--- src/rtl/m_store_buffer.sv ---
// Posted-write store buffer with youngest-match load forwarding, between MEM-stage stores and data memory.
// Define STORE_BUF_COALESCE_EN to merge a store into the youngest entry when the word addresses match.
module m_store_buffer #(
   parameter int DEPTH = 4
) (
   input  logic        clk,
   input  logic        rst_n,
   input  logic        st_valid,
   input  logic [31:0] st_addr,
   input  logic [31:0] st_data,
   output logic        st_ready,
   input  logic        ld_valid,
   input  logic [31:0] ld_addr,
   output logic [31:0] ld_data,
   output logic        ld_hit,
   output logic        ld_stall,
   input  logic        mem_busy,
   output logic        mem_write,
   output logic [31:0] mem_address,
   output logic [31:0] mem_write_data,
   input  logic [31:0] mem_read_data,
   output logic        sb_empty
);

   localparam int AW = $clog2(DEPTH);

   logic [29:0]   ent_addr [DEPTH];
   logic [31:0]   ent_data [DEPTH];
   logic [AW-1:0] head;
   logic [AW-1:0] tail;
   logic [AW:0]   count;

   logic          full;
   logic          drain;
   logic          alloc;
   logic          coalesce;
   logic          fwd_hit;
   logic [31:0]   fwd_data;
   logic [AW-1:0] idx;
   logic          unused_ok;

   assign unused_ok = ^{st_addr[1:0], ld_addr[1:0]};

   assign full     = (count == (AW+1)'(DEPTH));
   assign sb_empty = (count == '0);
   assign drain    = !sb_empty && !mem_busy && (!ld_valid || full);

`ifdef STORE_BUF_COALESCE_EN
   logic [AW-1:0] youngest;
   assign youngest = tail - AW'(1);
   // Merging into the head while it drains would lose the new data, so that case allocates.
   assign coalesce = st_valid && !sb_empty && (st_addr[31:2] == ent_addr[youngest])
                     && !(drain && (head == youngest));
`else
   assign coalesce = 1'b0;
`endif

   assign st_ready = !full || coalesce;
   assign alloc    = st_valid && !full && !coalesce;

   always_ff @(posedge clk or negedge rst_n) begin
      if (!rst_n) begin
         head  <= '0;
         tail  <= '0;
         count <= '0;
      end else begin
         if (alloc) tail <= tail + AW'(1);
         if (drain) head <= head + AW'(1);
         case ({alloc, drain})
            2'b10:   count <= count + (AW+1)'(1);
            2'b01:   count <= count - (AW+1)'(1);
            default: count <= count;
         endcase
      end
   end

   // Entry storage carries no reset; occupancy is tracked purely by the pointers and count.
   always_ff @(posedge clk) begin
      if (alloc) begin
         ent_addr[tail] <= st_addr[31:2];
         ent_data[tail] <= st_data;
      end
`ifdef STORE_BUF_COALESCE_EN
      if (coalesce) ent_data[youngest] <= st_data;
`endif
   end

   // Scan oldest to youngest so the last match (closest to tail) wins.
   always_comb begin
      fwd_hit  = 1'b0;
      fwd_data = mem_read_data;
      idx      = '0;
      for (int i = 0; i < DEPTH; i++) begin
         idx = head + AW'(i);
         if (((AW+1)'(i) < count) && (ent_addr[idx] == ld_addr[31:2])) begin
            fwd_hit  = 1'b1;
            fwd_data = ent_data[idx];
         end
      end
   end

   assign ld_hit         = ld_valid && fwd_hit;
   assign ld_data        = ld_hit ? fwd_data : mem_read_data;
   assign ld_stall       = ld_valid && !ld_hit && (mem_busy || full);

   assign mem_write      = drain;
   assign mem_write_data = ent_data[head];
   assign mem_address    = drain ? {ent_addr[head], 2'b00} : ld_addr;

endmodule
--- config.mk ---
export PLATFORM = sky130hd
export DESIGN_NAME = m_store_buffer
export DESIGN_NICKNAME = d
export VERILOG_FILES = /design/src/rtl/m_store_buffer.sv
export SDC_FILE = /design/constraint.sdc
export NUM_CORES = 1
export LEC_CHECK = 0
export CAP_MARGIN = 25
export CORE_AREA = 4 4 231 233
export CTS_BUF_LIST = sky130_fd_sc_hd__clkbuf_2
export DETAILED_ROUTE_END_ITERATION = 7
export DIE_AREA = 0 0 235 237
export PLACE_DENSITY = 0.58
export REMOVE_ABC_BUFFERS = 1
export SLEW_MARGIN = 20
export SYNTH_ARGS = -nofsm -noshare
export SYNTH_HDL_FRONTEND = slang
export SYNTH_SLANG_ARGS = --single-unit
--- constraint.sdc ---
create_clock -name clk -period 8.47 [get_ports clk]
set_input_delay 2.541 -clock clk [delete_from_list [all_inputs] [get_ports clk]]
set_output_delay 2.541 -clock clk [all_outputs]
set_load 0.02 [all_outputs]
; ---- Word level (Yosys, flattened, before mapping)
; Memory sizes are Yosys's and may differ from the RTL's.
; Cells that the tools add are included.
[totals]
output_inout_bits = 101
n_memories = 2
mem_bits_rw = 248
word_cells = 54
reg_bits = 7
[memory_table]
columns = name, depth, word_bits, rd, rd_clocked_by_memory_dff, write_ports, line
row1 = ent_data, 4, 32, 4, 0, 1, 28  ; logic [31:0] ent_data [DEPTH];
row2 = ent_addr, 4, 30, 4, 0, 1, 27  ; logic [29:0] ent_addr [DEPTH];
[classes]
addsub = 6
eq_ne = 7
reduce_logical = 19
n_lt_le_gt_ge = 4
muxes = 13
[ops]
columns = operator, n
row1 = two-way mux 32 bit, 6
row2 = equality test 30 bit, 4
row3 = logical AND 1 bit, 10
row4 = less-than comparator 1 x 3 -> 1 bit (first input constant), 2
row5 = less-than comparator 2 x 3 -> 1 bit (first input constant), 2
row6 = two-way mux 1 bit, 6
row7 = one-hot mux 3 bit (2 select lines), 1
row8 = logical NOT 1 bit, 5
row9 = adder 2 x 1 -> 2 bit (second input constant), 2
row10 = adder 2 bit (second input constant), 2
row11 = adder 3 x 1 -> 3 bit (second input constant), 1
row12 = equality test 3 bit (second input constant), 1
row13 = logical NOT 3 bit, 1
row14 = subtractor 3 x 1 -> 3 bit (second input constant), 1
row15 = equality test 2 x 1 -> 1 bit (second input constant), 1
row16 = equality test 2 bit (second input constant), 1
row17 = logical OR 1 bit, 2
row18 = nonzero test 2 bit, 1

; ---- Longest topological paths before layout
; Gate-level depths: netlist (run 1).
; An unclocked memory read counts as a cell.
[depth]
depth_word = 11
depth_mapped = 18
mapped_depth_nobuf = 12

; ---- Least setup slack after synthesis (run 1)
; OpenSTA, ideal clock, no wires.
[synth_timing]
path_type = in2out
start = input ld_addr[29]
end = output ld_data[16]
required_ns = 5.929
slack_ns = 0.416
n_path_buf = 1
path_stages = 9
t_arrival_ns = 5.513
path_cell_list = clkbuf_2 -> nor3_1 -> or4_1 -> or4_1 -> or4_1 -> or4_4 -> a31o_2 -> a21o_1 -> a31oi_1
[synth_via]
elab_chain_len = 8
word_cells_on_any_way = 18
[synth_lines]
columns = item, line
row1 = from (decl), 13  ; input logic [31:0] ld_addr,
row2 = equality test 30 bit, 95  ; if (((AW+1)'(i) < count) && (ent_addr[idx] == ld_addr[31:2])) begin
row3 = logical AND 1 bit, 95
row4 = two-way mux 1 bit (4 in series), 95
row5 = logical AND 1 bit, 102  ; assign ld_hit = ld_valid && fwd_hit;
row6 = two-way mux 32 bit *, 103  ; assign ld_data = ld_hit ? fwd_data : mem_read_data;
row7 = to (decl), 14  ; output logic [31:0] ld_data,
; Mark *: on every way between the ends. The rest lies on a longest branch, timed or not.

; ---- Final worst setup path (run 1)
; Ends and elaborated chain as after synthesis.

==> impl_results.md, run 1 <==
- Yosys reg bits: 255
- Crit path launch type: primary input
- Total CTS buffers: 68
- Placed cell count: 2528
- Chip height: 237 µm
- Pwr dens: 304 nW/µm²
- Initial antenna violation count: 9
- Post-synthesis cell type count: 74
- Top cells by area, synth: edfxtp_1, mux2i_1, mux4_2
- Clk_lat worst skew: 1.02 ns
- Routed met3 length: 4450 µm
- Drt total wl: 65000 µm
- Total clock sinks: 255
- First-pass GRT wire length: 94600 µm
- Routability cong.: 0.937
- VDD IR-drop max: 0.201 mV
- Final hold vios: 0
- Layout area overhead: 30.7%
- Vias in the first global route: 15200
- Synth Instances: 1550
- WL met2: 30300 µm
- Antenna Nets Post-Route: 0
- Pre-CTS setup slack: -0.818 ns
- Gr usage total: 22.3%
- CTS root buffer: clkbuf_2
- Cell Area, Synth: 17700 µm²
- Worst endpoint required time: 5.93 ns
- Share of layout cells above drive strength 1: 28.1%
- First-pass iteration count of the detailed router: 7
- Starting density of the core: 34.7%
- Site row count: 83
- Largest net degree at the start of global routing: 79
- Ys Warns: 0
- Post-synth EDFFs: 248
- DIE AREA: 55700 µm²
- Total Nets Final: 2083
- Layout Cells excl Fill: 2668
- Uppermost routed layer: met5
- HPWL after DPL: 45600 µm
- Crit path from: ld_addr[29]
- Via count: 15100
- Final setup vio count: 0
- Post-synth ARST share: 2.75%
- Die width: 235 µm
- Worst Min Path Start: count[0]
- R2R Setup Slk: 5.75 ns
- Max-slew violations: 0
- Routed wire per std cell: 24.3 µm
- Setup ws final: 0.0273 ns
- H-tree depth: 3
- CTS tree: yes
- WS Path Type: primary input to output port
- Leak: 8.74 nW
- Crit end category: output port
- # IOs: 234
- Clock transition at path regs: 0.10 ns
- Core footprint: 51200 µm²
- Total Power: 7.04 mW
- Worst-path maximum fanout: 5
- Final Skew: 0.0687 ns
- Reg-to-reg critical path startpoint: count[1]
- Synth cell count leaders: edfxtp_1, mux2i_1, nand2_1
- GRT Residual Overflow: 0
- Worst slew pin tran: 1.03 ns
- Area leader, netlist: edfxtp_1
- Post-synthesis area per instance: 11.5 µm²
- Post-Route M1 WL: 27900 µm
- DR iter-0 viols: 1314
- Min cycle time layout: 8.44 ns
- Top cell type's share of synthesized area: 42.0%
- Unrepaired setup endpoints after global routing: yes
- Max Cap Viol: 0
- Max Clock Freq: 118 MHz
- Worst path arrival time: 5.90 ns
- Clk buf depth: 3
- Register area share after synthesis: 42.9%
- Crit share post-route: 99.7%
- Buffers on Ports: 231
- Final Util: 45.3%
- Max transition margin: 31.4%
- Drt drc: 0
- Top-count cell post-synth: edfxtp_1
- Most common flop cell mapped by yosys: edfxtp_1
- Status: complete, no violations
- Worst hold path class: flip-flop to flip-flop
- Vias per cell: 5.66
## area by class of cell
| cell class | count | area [µm²] |
|---|---|---|
| Fill cell | 4776 | 28000 |
| Multi-Input combinational cell | 1130 | 9650 |
| Sequential cell | 255 | 7630 |
| Timing Repair Buffer | 465 | 4350 |
| Tap cell | 680 | 851 |
| Clock buffer | 91 | 455 |
| Clock inverter | 23 | 171 |
| Inverter | 21 | 83.8 |
| Antenna cell | 3 | 7.51 |
## state kept, by name (all words and copies together), names as in the netlist
| name | count |
|---|---|
| ent_data | 128 |
| ent_addr | 120 |
| count | 3 |
| head | 2 |
| tail | 2 |
## worst paths after layout
kind / depth (start not counted) / end
max reg2reg: 5 / ent_addr[0][28]
max in group asynchronous: 1 / count[0]
min in group asynchronous: 1 / head[0]
min: 1 / count[0]
min reg2reg: 1 / count[0]
max: 11 / ld_data[16]
## layer usage
metal / track usage (%) / up-vias
li1: - / 6888
met1: 29.3 / 7490
met2: 36.3 / 581
met3: 4.37 / 139
met4: 8.84 / 12
met5: 0 / -
## logic make-up after synthesis
group,after synthesis,synth area share (%)
muxes,349,24.1
and+or+nand+nor,344,9.52
AOI/OAI and AO/OA,325,13.3
DFF,255,42.9
buffers and inverters,165,4.42
xor gates and xnor gates,103,5.08
adders and majority gates,9,0.634
## layout by cell type (no fill, tap or decap), types with 10 or more instances in the layout
cell type        instances
inv_1                   19
buf_2                   18
clkinv_1                13
xnor2_1                 86
edfxtp_1               248
buf_4                  211
o31a_1                  10
mux4_2                  56
o21ai_0                 42
clkbuf_2                91
buf_12                  23
dlygate4sd2_1           14
o31ai_1                 21
nand3_1                 43
a21o_1                  10
a31oi_1                 13
a211oi_1                25
o32a_1                  11
a21oi_1                 47
xor2_1                  15
mux2_2                  63
clkdlybuf4s50_1        181
nor2_1                  61
nand4_1                 11
nor2b_1                 13
nand2_1                107
and2_1                  11
nor3_1                  40
o211ai_1                12
a221o_1                 16
mux2i_1                229
## critical path: stages
cell and delay (ns):
clkdlybuf4s15_1 0.25, nor3_1 0.12, or4_4 0.57, or4_1 0.49
or4_4 0.44, or4_4 0.62, a31o_4 0.26, a21o_1 0.17
a31oi_1 0.15, buf_4 0.16, buf_4 0.13
## power by group
group / leakage, nW / switching, mW / total (mW) / internal, mW
clock network: 0.469 / 0.508 / 0.891 / 0.383
logic: 5.92 / 2.35 / 4.24 / 1.89
registers: 2.35 / 0.236 / 1.91 / 1.67
total: 8.74 / 3.09 / 7.04 / 3.95
## through the flow
stage	instance area (µm²)	hold slack (ns)	setup TNS [ns]
2_1_floorplan	17000	0.531	-487.84
3_3_place_gp	22100	0.579	-25.59
3_5_place_dp	22100	0.606	-22.71
4_1_cts	23000	0.626	-0.0103
5_1_grt	23200	0.662	-0.0899
6_report	23200	0.631	0
## repair_timing
action,4_1_cts,5_1_grt
hold buffers,0,0
resized for setup,184,63
gates cloned,3,2
pin swaps,23,25
setup buffers,8,10
endpoints found under the setup margin,34,34
Note: power is estimated with default switching activity, not from simulation.
==> inputs of run 2 (changes only) <==
Settings changed: SKIP_LAST_GASP set to 1, SLEW_MARGIN 20 to 40.
==> impl_results.md, run 2 (synthesis results as in run 1) <==
- Max transition margin: 41.4%
- Leak: 8.79 nW
- Min cycle time layout: 8.47 ns
- Register name with the most flops: ent_data
- Layout Cells excl Fill: 2679
- Largest regs: ent_data x128, ent_addr x120, count x3
- Levels on crit path: 11
- DIE AREA: 55700 µm²
- Clk_lat worst skew: 1.06 ns
- Setup ws final: -0.00140 ns
- Worst hold path class: flip-flop to flip-flop
- Worst path arrival time: 5.93 ns
- Capturing point of the worst reg2reg path: ent_addr[0][10]
- Worst path max stage delay: 0.61 ns
- Chip height: 237 µm
- Initial antenna violation count: 8
- Total clock sinks: 255
- Total Nets Final: 2085
- Drt total wl: 65500 µm
- Routability cong.: 0.937
- Routed wire per std cell: 24.4 µm
- Pwr dens: 306 nW/µm²
- Max Clock Freq: 118 MHz
- Critical path's slowest cell: or4_4
- Fill cells: 4764
- Reg-to-reg critical path startpoint: count[0]
- Final hold vios: 0
- # IOs: 234
- Drt drc: 0
- Setup TNS Final: -0.00140 ns
- Final Util: 45.5%
- Max-slew violations: 0
- Area of the multi-input gates: 9630 µm²
- Status: finished, violations left
- Worst slew pin tran: 0.879 ns
- Hold slack: 0.623 ns
- Crit end category: output port
- H-tree depth: 3
- Largest net degree at the start of global routing: 79
- Max reg flops: 128
- Crit path cell chain: dlygate4sd2_1 > nor3_1 > or4_1 > or4_1 > or4_4 > or4_4 > a31o_2 > a21o_1 > a31oi_1 > buf_4 > buf_2
- First-pass GRT wire length: 95000 µm
- Clock transition at path regs: 0.10 ns
- Crit path from: ld_addr[2]
- Site row count: 83
- Core footprint: 51200 µm²
- Top Family by Delay on Critical Path: simple AND/OR/NAND/NOR gates
- Final Skew: 0.0870 ns
- Share of layout cells above drive strength 1: 28.6%
- Antenna Nets Post-Route: 0
- Worst Setup EP: ld_data[16]
- Buffer and inverter count on the worst path: 3
- VDD IR-drop max: 0.154 mV
- R2R Setup Slk: 5.67 ns
- Unrepaired setup endpoints after global routing: yes
- Gr usage total: 22.4%
- Worst endpoint required time: 5.93 ns
- Commonest non-fill, non-tap cell in the layout: edfxtp_1
- Final setup vio count: 1
- Crit share post-route: 100%
- WS Path Type: primary input to output port
- Starting density of the core: 34.7%
- Register-to-Register Path Depth: 5
- Vias in the first global route: 15200
- DR iter-0 viols: 1378
- Layout area overhead: 31.3%
- Worst-path maximum fanout: 5
- Reg area: 7630 µm²
- Failing checks: setup timing
- First-pass iteration count of the detailed router: 7
- Via count: 15300
- Crit path launch type: primary input
- Total CTS buffers: 70
- Die width: 235 µm
- Vias per cell: 5.70
- Max Cap Viol: 0
- Clk buf depth: 3
- HPWL after DPL: 45700 µm
- Commonest cells after routing, fill and taps aside: edfxtp_1, mux2i_1, buf_4, clkdlybuf4s50_1
- Placed cell count: 2529
- CTS root buffer: clkbuf_2
- Pre-CTS setup slack: -0.932 ns
- GRT Residual Overflow: 0
- CTS tree: yes
- Buffers on Ports: 231
-- run 2: per-stage QoR --
| step | total power [mW] | instance area [µm²] |
|---|---|---|
| after floorplan | 5.21 | 17000 |
| after global placement | 6.02 | 22100 |
| final | 7.12 | 23300 |
| after CTS | 7.11 | 23100 |
| after global routing | 7.52 | 23300 |
| after detailed placement | 6.08 | 22100 |
-- run 2: worst min-delay path: stages, from the launching register on --
cell	delay, ns
dfrtp_1	0.46
nand2_1	0.07
o21ai_0	0.06
-- run 2: layout make-up --
type | count | share of cell area (%)
antenna | 3 | 0.0322
clock buffer | 105 | 2.26
clock inverter | 20 | 0.816
inverter | 21 | 0.360
multi-input combinational | 1130 | 41.3
sequential | 255 | 32.7
tap | 680 | 3.65
timing repair buffer | 465 | 18.8
-- run 2: timing repair --
action	4_1_cts	5_1_grt
pin swaps	20	23
setup endpoints to repair	34	34
hold buffers	0	0
resized for setup	200	53
setup buffers	10	6
gates cloned	5	2
-- run 2: worst min-delay path by stage --
stage	start	to	slack (ns)	depth (start not counted)
finish	count[1]	count[1]	0.62	2
global route	count[0]	count[0]	0.67	1
CTS	count[0]	count[0]	0.63	1
detailed placement	count[0]	count[0]	0.60	1
global placement	count[1]	count[1]	0.58	2
floorplan	count[1]	count[1]	0.53	2
-- run 2: layer usage --
layer / vias to the layer above / global-route usage (%) / routed length (µm)
met5: - / 0 / 80
met4: 12 / 7.82 / 2000
met3: 132 / 4.39 / 4720
met2: 619 / 37.4 / 31100
met1: 7596 / 29.1 / 27500
li1: 6915 / - / -
-- run 2: where the power goes --
| group | internal (mW) | switching, mW | total (mW) |
|---|---|---|---|
| Sequential | 1.67 | 0.198 | 1.87 |
| Clock | 0.451 | 0.530 | 0.982 |
| Combinational | 1.89 | 2.38 | 4.27 |
| Total | 4.02 | 3.11 | 7.12 |
==> RTL edit 1, RTL diff (settings of run 1) <==
Add a define of `STORE_BUF_COALESCE_EN`.
--- a/src/rtl/m_store_buffer.sv
+++ b/src/rtl/m_store_buffer.sv
@@ -1,5 +1,7 @@
 // Posted-write store buffer with youngest-match load forwarding, between MEM-stage stores and data memory.
 // Define STORE_BUF_COALESCE_EN to merge a store into the youngest entry when the word addresses match.
+`define STORE_BUF_COALESCE_EN
+
 module m_store_buffer #(
    parameter int DEPTH = 4
 ) (
Function: changed (Yosys sat finds a counterexample within 4 cycles, from zero or initial values and one cycle with rst_n low).
==> RTL edit 1 against run 1 <==
  * Setup slack better by 0.042 ns
  * Design area is 3.8% lower
  * Sequential share of layout area is 1.3 points higher
  * Wire length is 8.9% lower
  * Hold slack worse by 0.038 ns
  * Power is 4.7% higher
  * Sequential cell count stayed put
  * Non-clock buffer count is 130 lower
  * Sequential power hardly changed
  * Synthesized area is 0.53% higher
  * Core utilization is 1.7 points lower
  * Largest cell class unchanged
==> RTL edit 1: results (changes against run 1) <==
| Metric | Value |
|---|---|
| Post-Route WL | 59,200 um (-8.9%) |
| Final #Nets | 1,886 (-9.5%) |
| Postcts setup bufs | 0 (-8) |
| Post-DP HPWL | 42,300 um (-7.2%) |
| Largest net degree at the start of global routing | 89 (+13%) |
| Max incr delay on CP | 0.54 ns (-0.08 ns) |
| Final clock-cell share | 0.0312 (+0.00416) |
| Clock skew | 0.104 ns (+0.0353 ns) |
| GPL Wtd Cong | 0.949 (+1.3%) |
| Signal buf overhead | 0.153 (-0.0351) |
| Hold Path Cell Cnt | 2 (+1) |
| Share of layout cells above drive strength 1 | 0.237 (-0.0440) |
| Worst min-delay path endpoint | count[1] |
| Status | completed |
| Initial antenna violation count | 3 (-6) |
| FF+latch count | 255 (unchanged) |
| Synth cell count leaders | edfxtp_1 (248), nand2_1 (143), mux4_2 (136), mux2i_1 (131), o21ai_0 (97) |
| # diodes | 2 (-1) |
| Min-Delay Startpoint | count[1] |
| P_leak | 8.12 nW (-7.1%) |
| Worst Tran Pin Value | 1.01 ns (-0.0228 ns) |
| R2R setup slack | 3.42 ns (-2.33 ns) |
| Seq/Total Area, Yosys | 0.427 (-0.00226) |
| Slowest library cell on the worst path | clkdlybuf4s50_1 |
| Maximum fanout along the worst path | 29 (+24) |
| First-pass GRT wire length | 88,100 um (-6.9%) |
| Bufs w/o clock | 335 (-28%) |
| Placed cell area | 21,500 um^2 (-2.8%) |
| Clock buffer cells | 94 (+3.3%) |
| Worst EP arrival | 5.86 ns (-0.04 ns) |
| Multi-input gate count | 1,067 (-5.6%) |
| Vias | 13,993 (-7.4%) |
| Distinct cells, synth | 61 (-18%) |
| Cts bufs inserted | 70 (+2.9%) |
| Post-layout instance area | 22,300 um^2 (-3.8%) |
| Gr usage total | 0.206 (-0.0171) |
| Seq area share | 0.342 (+0.0131) |
| FF-to-FF path depth | 14 (+9) |
| Latest clock arrival within the worst-skew pair | 1.05 ns (+0.03 ns) |
| Drt first pass iters | 5 (-2) |
## RTL edit 1: timing repair
item / CTS / global route
pin swaps: 0 / 2
gates resized for setup: 7 / 43
endpoints found under the setup margin: 32 / 33
hold buffers: 0 / 0
cloned: 0 / 0
## RTL edit 1: critical path: cells and delay by family
kind / cells / cell delay (ns)
buf+inv: 6 / 1.86
compound gates: 5 / 0.95
simple gates: 3 / 0.46
## RTL edit 1: how the worst max path moves through the flow
stage                             end  slack, ns  cells after the start
after floorplan            ld_data[0]      -7.52                      8
after global placement    ld_data[30]      -0.14                     13
after detailed placement  ld_data[30]      -0.13                     13
after CTS                 ld_data[14]      0.006                     14
after global routing       ld_data[5]      0.005                     14
final                      ld_data[5]       0.07                     14
## RTL edit 1: metrics by stage
step | cells | TNS (ns) | utilization
3_5_place_dp | 2351 | -1.67 | 0.419
5_1_grt | 2478 | 0 | 0.436
4_1_cts | 2475 | 0 | 0.433
2_1_floorplan | 1337 | -1043.53 | -
3_3_place_gp | 2351 | -1.80 | 0.419
6_report | 2478 | 0 | 0.436
## RTL edit 1: per-layer routing
layer,routed length [um],GRT usage
met3,3770,0.0465
met4,1970,0.0727
met5,13,0
met1,24200,0.257
met2,29200,0.352
## RTL edit 1: cell families (layout without fill, tap and decap cells)
family,Yosys count,in the layout,synth area share
mux,321,321,0.279
flops,255,255,0.427
simple gates,294,294,0.0741
fa+ha+maj,9,9,0.00631
compound gates,317,317,0.114
other cells,0,2,0
xor+xnor,126,126,0.0618
buf+inv,149,474,0.0372
## RTL edit 1: report_power, final
part           internal, mW  switching [mW]
registers              1.68           0.233
clock network         0.405           0.552
logic                  2.06            2.45
total                  4.14            3.23
==> RTL edit 2, RTL diff (settings of run 1) <==
Made on the original files. Make the reset (`rst_n`) synchronous in one clocked block.
--- a/src/rtl/m_store_buffer.sv
+++ b/src/rtl/m_store_buffer.sv
@@ -58,7 +58,7 @@
    assign st_ready = !full || coalesce;
    assign alloc    = st_valid && !full && !coalesce;
 
-   always_ff @(posedge clk or negedge rst_n) begin
+   always_ff @(posedge clk) begin
       if (!rst_n) begin
          head  <= '0;
          tail  <= '0;
Behaviour: differs if rst_n is asserted again (counterexample within 4 cycles, from zero or initial values and one cycle with rst_n low); with rst_n held inactive, the same outputs for 4 cycles.
==> RTL edit 2 against run 1 <==
  * Setup slack better by 0.063 ns
  * Critical path depth rose by 3
  * Synthesized cell count down 5.0%
  * Highest routed layer unchanged
  * Synthesized area grew 0.50%
  * Design area shrank 3.4%
  * Power fell by 30%
  * Sequential cell count up 2
  * Wire length shrank 9.5%
==> RTL edit 2: results (changes against run 1) <==
| Metric | Value |
|---|---|
| Worst min-delay path endpoint | count[2] |
| Finished Layout Cells | 2,533 (-5.1%) |
| Avg Synthesized Cell Area | 12.1 um^2 (+5.8%) |
| Hold slack final | 0.578 ns (-0.0531 ns) |
| CP Capture Point | ld_data[26] |
| Synth top area cells | edfxtp_1 (42%), mux4_2 (15%), mux2i_1 (7.1%), mux2_2 (4.5%), xnor2_1 (3.9%) |
| Vias | 14,065 (-6.9%) |
| Fin util | 0.438 (-0.0154) |
| Post-layout minimum cycle time | 8.38 ns (-0.0633 ns) |
| Filler cells | 4,782 (+0.13%) |
| First-pass GRT wire length | 87,000 um (-8.1%) |
| Inst Count DP | 2,386 (-5.6%) |
| Placed cell area | 21,600 um^2 (-2.2%) |
| Top delay family on crit path | buffers and inverters |
| Largest net degree at the start of global routing | 111 (+41%) |
| Post-synthesis compound-gate area fraction | 0.104 (-0.0288) |
| Initial antenna violation count | 5 (-4) |
| P_leak | 7.32 nW (-16%) |
| Hold Path Cell Cnt | 2 (+1) |
| R2R setup slack | 5.77 ns (+0.02 ns) |
| Post-DP HPWL | 41,500 um (-8.9%) |
| Initial drt markers | 1,204 (-8.4%) |
| Synth Area in Adders | 0.00631 (-0.0000316) |
| Latest clock arrival within the worst-skew pair | 1.00 ns (-0.02 ns) |
| Share of layout cells above drive strength 1 | 0.263 (-0.0179) |
| Multi-input gate count | 1,067 (-5.6%) |
| Synth cell count leaders | edfxtp_1 (248), nand2_1 (181), mux2i_1 (126), mux4_2 (119), o21ai_0 (92) |
| Gr usage total | 0.203 (-0.0198) |
| FFs w/ async S/R, synth | 0 (-0.0275) |
| Seq/Total Area, Yosys | 0.428 (-0.00186) |
| Clock transition at the registers of the reported paths | 0.08 ns (-0.02 ns) |
| CP startpoint | ld_addr[19] |
| Status | completed |
| Min-Delay Startpoint | count[2] |
| Post-Route WL | 58,800 um (-9.5%) |
| RR Endpoint | ent_addr[3][10] |
| Max incr delay on CP | 0.57 ns (-0.05 ns) |
| VDD IR max | 0.105 mV (-48%) |
| Final clock-cell share | 0.0293 (+0.00224) |
| Final #Nets | 1,934 (-7.2%) |
-- RTL edit 2: layer usage --
layer / track usage / share of wire / vias up
li1: - / - / 6378
met1: 0.256 / 0.41 / 7029
met2: 0.346 / 0.49 / 544
met3: 0.0444 / 0.066 / 110
met4: 0.0718 / 0.029 / 4
met5: 0 / 0.00043 / -
-- RTL edit 2: power breakdown --
part	internal [mW]	total, mW	leakage, nW	switching, mW
registers	1.51	1.69	2.35	0.177
clock network	0.354	0.885	0.500	0.530
logic	1.13	2.35	4.47	1.21
total	3.00	4.92	7.32	1.92
-- RTL edit 2: worst register-to-register path, delay by kind of cell, from the launching register on --
family,cells,cell delay [ns]
buffers and inverters,2,0.83
and+or+nand+nor,2,0.74
adders and majority gates,1,0.23
DFF,1,0.47
-- RTL edit 2: what timing repair did --
action	CTS	global route
buffers inserted	0	10
gates resized for setup	39	56
pin swaps	2	8
endpoints found under the setup margin	33	34
cloned	0	1
